<file path="config.mk">
export PLATFORM = sky130hd
export DESIGN_NAME = ram_port_arbiter
export DESIGN_NICKNAME = d
export VERILOG_FILES = /design/src/rtl/ram_port_arbiter.sv
export SDC_FILE = /design/constraint.sdc
export NUM_CORES = 1
export LEC_CHECK = 0
export ABC_AREA = 0
export ABC_CLOCK_PERIOD_IN_PS = 1630
export CORE_MARGIN = 2
export CORE_UTILIZATION = 55
export CTS_BUF_LIST = sky130_fd_sc_hd__clkbuf_4
export DETAILED_ROUTE_END_ITERATION = 8
export DONT_BUFFER_PORTS = 1
export GPL_TIMING_DRIVEN = 0
export PLACE_DENSITY = 0.75
export SYNTH_ARGS = -nofsm -noshare
export SYNTH_HDL_FRONTEND = slang
export SYNTH_SLANG_ARGS = --single-unit
</file>
<file path="constraint.sdc">
create_clock -name clk -period 1.63 [get_ports clk]
set_input_delay 0.326 -clock clk [delete_from_list [all_inputs] [get_ports clk]]
set_output_delay 0.326 -clock clk [all_outputs]
set_load 0.02 [all_outputs]
</file>
<file path="src/rtl/ram_port_arbiter.sv">
// Round-robin arbiter sharing one single-port synchronous RAM between requesters A and B.
// Grants are same-cycle; read responses return one cycle after the granted access.
module ram_port_arbiter #(
   parameter int ADDR_WIDTH = 8,
   parameter int DATA_WIDTH = 8
) (
   input  logic                  clk,
   input  logic                  rst_n,
   input  logic                  req_a,
   input  logic                  we_a,
   input  logic [ADDR_WIDTH-1:0] addr_a,
   input  logic [DATA_WIDTH-1:0] din_a,
   output logic                  gnt_a,
   output logic                  rvalid_a,
   input  logic                  req_b,
   input  logic                  we_b,
   input  logic [ADDR_WIDTH-1:0] addr_b,
   input  logic [DATA_WIDTH-1:0] din_b,
   output logic                  gnt_b,
   output logic                  rvalid_b,
   output logic [DATA_WIDTH-1:0] rdata,
   output logic                  ram_we,
   output logic [ADDR_WIDTH-1:0] ram_addr,
   output logic [DATA_WIDTH-1:0] ram_din,
   input  logic [DATA_WIDTH-1:0] ram_dout
);

   typedef enum logic {
      PRIO_A = 1'b0,
      PRIO_B = 1'b1
   } prio_t;

   prio_t                 prio_r;
   prio_t                 prio_nxt_s;
   logic                  rd_pend_a_r;
   logic                  rd_pend_b_r;
   logic                  rd_pend_a_nxt_s;
   logic                  rd_pend_b_nxt_s;
   logic [ADDR_WIDTH-1:0] last_addr_r;
   logic [ADDR_WIDTH-1:0] last_addr_nxt_s;
   logic                  gnt_a_s;
   logic                  gnt_b_s;

   // Arbitration: lone requester wins, ties go to the preferred side; no grant in reset.
   always_comb begin
      gnt_a_s = 1'b0;
      gnt_b_s = 1'b0;
      if (rst_n) begin
         case ({req_a, req_b})
            2'b10: gnt_a_s = 1'b1;
            2'b01: gnt_b_s = 1'b1;
            2'b11: begin
               if (prio_r == PRIO_B) begin
                  gnt_b_s = 1'b1;
               end else begin
                  gnt_a_s = 1'b1;
               end
            end
            default: begin
               gnt_a_s = 1'b0;
               gnt_b_s = 1'b0;
            end
         endcase
      end else begin
         gnt_a_s = 1'b0;
         gnt_b_s = 1'b0;
      end
   end

   // RAM port mux; an idle port holds the last granted address with writes disabled.
   always_comb begin
      ram_we   = 1'b0;
      ram_addr = last_addr_r;
      ram_din  = {DATA_WIDTH{1'b0}};
      case ({gnt_a_s, gnt_b_s})
         2'b10: begin
            ram_we   = we_a;
            ram_addr = addr_a;
            ram_din  = din_a;
         end
         2'b01: begin
            ram_we   = we_b;
            ram_addr = addr_b;
            ram_din  = din_b;
         end
         default: begin
            ram_we   = 1'b0;
            ram_addr = last_addr_r;
            ram_din  = {DATA_WIDTH{1'b0}};
         end
      endcase
   end

   // Next-state: priority flips to the loser, read flags track a granted read for one cycle.
   always_comb begin
      prio_nxt_s      = prio_r;
      last_addr_nxt_s = last_addr_r;
      rd_pend_a_nxt_s = gnt_a_s & ~we_a;
      rd_pend_b_nxt_s = gnt_b_s & ~we_b;
      if (gnt_a_s) begin
         prio_nxt_s      = PRIO_B;
         last_addr_nxt_s = addr_a;
      end else if (gnt_b_s) begin
         prio_nxt_s      = PRIO_A;
         last_addr_nxt_s = addr_b;
      end else begin
         prio_nxt_s      = prio_r;
         last_addr_nxt_s = last_addr_r;
      end
   end

   // State registers.
   always_ff @(posedge clk or negedge rst_n) begin
      if (!rst_n) begin
         prio_r      <= PRIO_A;
         rd_pend_a_r <= 1'b0;
         rd_pend_b_r <= 1'b0;
         last_addr_r <= {ADDR_WIDTH{1'b0}};
      end else begin
         prio_r      <= prio_nxt_s;
         rd_pend_a_r <= rd_pend_a_nxt_s;
         rd_pend_b_r <= rd_pend_b_nxt_s;
         last_addr_r <= last_addr_nxt_s;
      end
   end

   assign gnt_a    = gnt_a_s;
   assign gnt_b    = gnt_b_s;
   assign rvalid_a = rd_pend_a_r;
   assign rvalid_b = rd_pend_b_r;
   assign rdata    = ram_dout;

endmodule

</file>
; Yosys cells after proc, flatten, opt, wreduce, memory -nomap -nowiden
; Index checks and enable logic that the tools add are counted.
[totals]
reg_bits = 11
output_inout_bits = 29
word_cells = 27
[op_classes]
eq_ne = 5
muxes = 13
n_bitwise = 4
reduce_logical = 1
[ops]
columns = op, n
row1 = case mux 8 bit (2 select lines), 2
row2 = two-way mux 8 bit, 2
row3 = == test 2 bit (second input constant), 3
row4 = two-way mux 1 bit, 6
row5 = case mux 1 bit (2 select lines), 3
row6 = == test 2 x 1 -> 1 bit (second input constant), 2
row7 = bitwise AND 1 bit, 2
row8 = NOT 1 bit, 2
row9 = nonzero test 2 bit, 1

; Longest topological paths before layout
[logic_depth]
word_depth = 5
mapped_depth = 9
ltp_nobuf = 6

; Worst setup path before layout
; OpenSTA, ideal clock, no wires.
[synth_path]
kind = reg-to-output
start = reg prio_r
end = out ram_addr[0]
arrival_time_ns = 1.711
required_time_ns = 1.304
setup_slack_ns = -0.407
path_stages_with_launch = 8
path_cell_list = dfrtp_1 > o211ai_1 > inv_1 > ha_1 > buf_2 > buf_2 > a22oi_1 > a21oi_1
[synth_via]
elab_chain_cells = 5
elab_cells_between_ends = 9
classes_between = 2 x eq/ne / 7 x mux
[synth_rtl]
columns = element, line
row1 = start: declaration, 33  ; prio_t prio_r;
row2 = start signal: assignment, 120  ; prio_r <= prio_nxt_s;
row3 = two-way mux 1 bit *, 53  ; if (prio_r == PRIO_B) begin
row4 = case mux 1 bit (2 select lines) *, 49  ; case ({req_a, req_b})
row5 = two-way mux 1 bit *, 48  ; if (rst_n) begin
row6 = net gnt_b, 19  ; output logic gnt_b,
row7 = == test 2 x 1 -> 1 bit or == test 2 bit (tied branches), 75  ; case ({gnt_a_s, gnt_b_s})
row8 = case mux 8 bit (2 select lines) *, 75
row9 = end: declaration, 23  ; output logic [ADDR_WIDTH-1:0] ram_addr,
; Mark *: on every way through the listed nets, which the timed path passes. The rest lies on a longest branch.

; Worst setup path in the final report
[layout_path]
start = reg prio_r
end = out ram_addr[1]
[layout_via]
elab_chain_cells = 5
elab_cells_between_ends = 9
classes_between = 2 x eq/ne / 7 x mux
[layout_rtl]
columns = element, line
row1 = two-way mux 1 bit, 53
row2 = case mux 1 bit (2 select lines), 49
row3 = two-way mux 1 bit, 48
row4 = == test 2 x 1 -> 1 bit or == test 2 bit (tied branches), 75
row5 = case mux 8 bit (2 select lines) *, 75
; Every way passes the cells marked *; elsewhere a longest branch is shown, timed or not.

==> summary by stage <==
Route
Dividing the detail-routed wire length by the instance count gives 27.5 um. The pre-antenna-repair detailed-routing pass consisted of 4 iterations. The number of DRC violations after detailed routing is 0. The post-detailed-route via-to-cell ratio is 7.09. The number of design-rule violations left by the first detailed-router iteration is 30. The detail route stage leaves a number of antenna-violating nets equal to 0. Summing over every cut layer, the via total after detailed routing is roughly 1100. Summed over all layers, the routed wires come to between 4000 and 5000 um.

Clock tree
In this run, CTS created clock tree buffers numbering 3. The clock-pin slew on the worst setup and hold paths is 80 ps. The clock net in this run drives a total of 11 sinks. CTS placed an instance of sky130_fd_sc_hd__clkbuf_4 at the clock tree root. The clock reaches the later pin of the worst-skew pair after between 200 and 300 ps.

The number of levels the H-tree was split into is 1. The CTS tree is built. No sink is reached through more buffers than the 2 on the longest clock path.

Global routing
Summed over all layers, the global routing overflow is 0. The initial antenna violation count is 0. The number of global-route vias before repair is between 1000 and 1500. The met1 track demand over resource is 0.434. For this run, global-route usage on met3 was measured as 0.0863. The first-pass GRT wire length is roughly 5300 um. The met2 track utilization from global routing is 0.589. The routing layer with the top usage in global route is met2. The overall routing resource usage is 0.366. Entering global routing, the biggest net connects 14 pins.

Worst setup path
The maximum fanout encountered on the critical timing path is 6. The critical path launch point type is a flip-flop. The data arrival time of the critical path is 1860 ps. Among all stages on the critical path, the largest delay is contributed by sky130_fd_sc_hd__dfrtp_1. The worst setup path is captured at a primary output.

The setup path with the least slack is of type flip-flop to primary output. The delay of the slowest cell on the worst path is 400 ps. STA puts the critical path data required time at 1300 ps.

Walking the worst path, the cells encountered are o211ai_1 -> buf_4 -> buf_12 -> ha_4 -> clkbuf_16 -> a21oi_4. The worst-case reg-to-reg path depth is 7.

Layout
The top cell types in the final layout, fill and taps aside, are 17 x sky130_fd_sc_hd__a22oi_2, 17 x sky130_fd_sc_hd__buf_4, 11 x sky130_fd_sc_hd__dfrtp_1. In the final design database the tool counted about 190 nets. Measured on the finished design, the core utilization comes to 0.961. The diode insertion count for antenna repair is 0. The share of final-layout standard cells stronger than drive strength 1 is 0.652. Counting the fill cells in the layout gives 37.

Relative to the synthesized area, the layout overhead comes to 67.8%.

Place
Buffers placed on the I/O ports in this run total 0. The routability congestion estimate from global placement is 0.714. OpenSTA, run right after detailed placement, puts the worst setup slack at -609 ps.

The total half-perimeter wirelength after legalization and detailed placement is 1960 um.

Power and ir drop
The analysis attributes to cell leakage a power of around 0.00063 uW. Of the total power, the share spent switching nets is 0.426. The share of power burned in the clock network is 0.169. The total power divided by cell area is between 800 and 900 nW/um^2. The peak supply drop is 0.000664 V. The sequential group share of total power is 0.284. The combinational share of power is 0.547. For this design the total switching power over the nets is 562 uW.

The internal power of the cells is 755 uW.

Floorplanning
The floorplan die width is between 40 and 50 um. Row generation in the floorplan step produced 15 rows. The overall die area is 2130 um^2. Pin placement for this block handled 75 I/O pins.

The vertical die dimension is approximately 46 um. The starting density of the core is 0.573. The core area is roughly 1700 um^2.

Timing
Counting I/O delays and the setup requirement, the final critical path takes 2180 ps. After layout, the worst setup slack is -555 ps. The number of hold violations in the final report is 0. Setup repair after global routing could not meet its margin everywhere. The final count of pins violating max slew is 0.

Timing would allow up to 0.458 GHz. In this run the tightest slew margin relative to its limit is 0.643. The setup skew after layout is 3.14 ps. The transition time of the tightest slew-check pin is about 530 ps.

The final number of setup-violating endpoints is 20. Dividing the final minimum period by the clock period gives 1.34.

Yosys
For this run, the register share of the synthesized area comes to 0.281. The number of warnings reported in the yosys synthesis log is 0. The post-synth net total is 165. In this run, synthesis produced a sequential element count of 11. The netlist uses 21 different library cells.

Summing every instance area after synthesis gives 978 um^2. The cell count after synthesis is around 120. The per-instance average area after synthesis is approximately 8.4 um^2.

Run status
The final reports fail on negative setup slack. The flow ran to the end, but the final reports show violations.

Min path
Counting instances, the worst hold path has a depth of 1. The worst min-delay path class is primary input to flip-flop.

Flow run
The number of maximum-capacitance constraint violations is 0.
==> per-stage QoR <==
stage	setup TNS (ps)	hold WS (ps)	cell area (um^2)	cells	total power [uW]
final	-8970	96.3	1640	160	1320
after detailed placement	-10530	30.7	1160	141	793
after CTS	-8110	-259	1550	157	1180
after global placement	-9460	30.7	1160	141	783
after global routing	-9520	93.6	1640	160	1350
after floorplan	-3920	30.4	1130	116	736
==> power groups by stage <==
stage | Sequential [uW] | Combinational (uW) | Clock (uW)
3_5_place_dp | 352 | 440 | 0
6_report | 373 | 721 | 223
5_1_grt | 376 | 744 | 233
3_3_place_gp | 351 | 432 | 0
2_1_floorplan | 347 | 390 | 0
4_1_cts | 351 | 624 | 208
==> routing by layer <==
| metal | part of all wire | vias to the layer above |
|---|---|---|
| li1 | - | 453 |
| met1 | 0.31 | 518 |
| met2 | 0.50 | 132 |
| met3 | 0.13 | 31 |
| met4 | 0.057 | 0 |
| met5 | 0 | - |
==> cells in the mapped netlist, drive strengths merged <==
cell | count | share of area
a22oi | 17 | 0.13
buf | 15 | 0.10
dfrtp | 11 | 0.28
inv | 11 | 0.047
nand2 | 11 | 0.066
nor2 | 10 | 0.038
nor2b | 9 | 0.058
a21oi | 8 | 0.041
nand4b | 8 | 0.072
o311ai | 8 | 0.095
ha | 3 | 0.038
clkbuf | 2 | 0.0077
and2 | 1 | 0.0090
o211ai | 1 | 0.0077
o21ai | 1 | 0.0051
==> registers in the layout, indices dropped and copies added, names as in the netlist <==
signal and count:
last_addr_r 8, prio_r 1, rvalid_a 1, rvalid_b 1
==> layout make-up <==
cell class / count / area, um^2 / area share
inverters: 11 / 58.8 / 0.0358
clock buffers: 4 / 30.0 / 0.0183
well taps: 25 / 31.3 / 0.0191
multi-input cells: 77 / 883 / 0.538
plain buffers: 14 / 160 / 0.0976
repair buffers: 17 / 194 / 0.118
repair inverters: 1 / 8.76 / 0.00534
flip-flops and latches: 11 / 275 / 0.168
==> path summary, 6_finish.rpt <==
| kind | startpoint | end | slack, ps |
|---|---|---|---|
| worst max register to register | prio_r$_DFFE_PN0P_ | last_addr_r[0]$_DFFE_PN0P_ | -30 |
| worst min register to register | last_addr_r[5]$_DFFE_PN0P_ | last_addr_r[5]$_DFFE_PN0P_ | 570 |
| worst max-delay path | prio_r$_DFFE_PN0P_ | ram_addr[1] | -550 |
| min in group asynchronous | rst_n | last_addr_r[3]$_DFFE_PN0P_ | 450 |
| worst min-delay path | we_b | rvalid_b$_DFF_PN0_ | 100 |
| max in group asynchronous | rst_n | last_addr_r[7]$_DFFE_PN0P_ | 830 |
==> logic make-up (layout without fill, tap and decap cells) <==
logic type      after synthesis  in the layout  share of synthesized area
simple gates                 39             39                      0.243
buf+inv                      28             47                      0.159
flops                        11             11                      0.281
fa+ha+maj                     3              3                     0.0384
compound gates               35             35                      0.279
==> repair_timing <==
action	4_1_cts	5_1_grt
setup buffers	9	4
endpoints found under the hold margin	11	11
pin swaps	16	17
resized for setup	41	24
cloned	4	1
endpoints found under the setup margin	26	25
==> worst max-delay path: cells and delay by family (launching register included) <==
kind            cells  cell delay (ps)
compound gates      2              430
flops               1              400
buf+inv             3              490
fa+ha+maj           1              240
No activity file was read; power rests on OpenSTA's default activity.
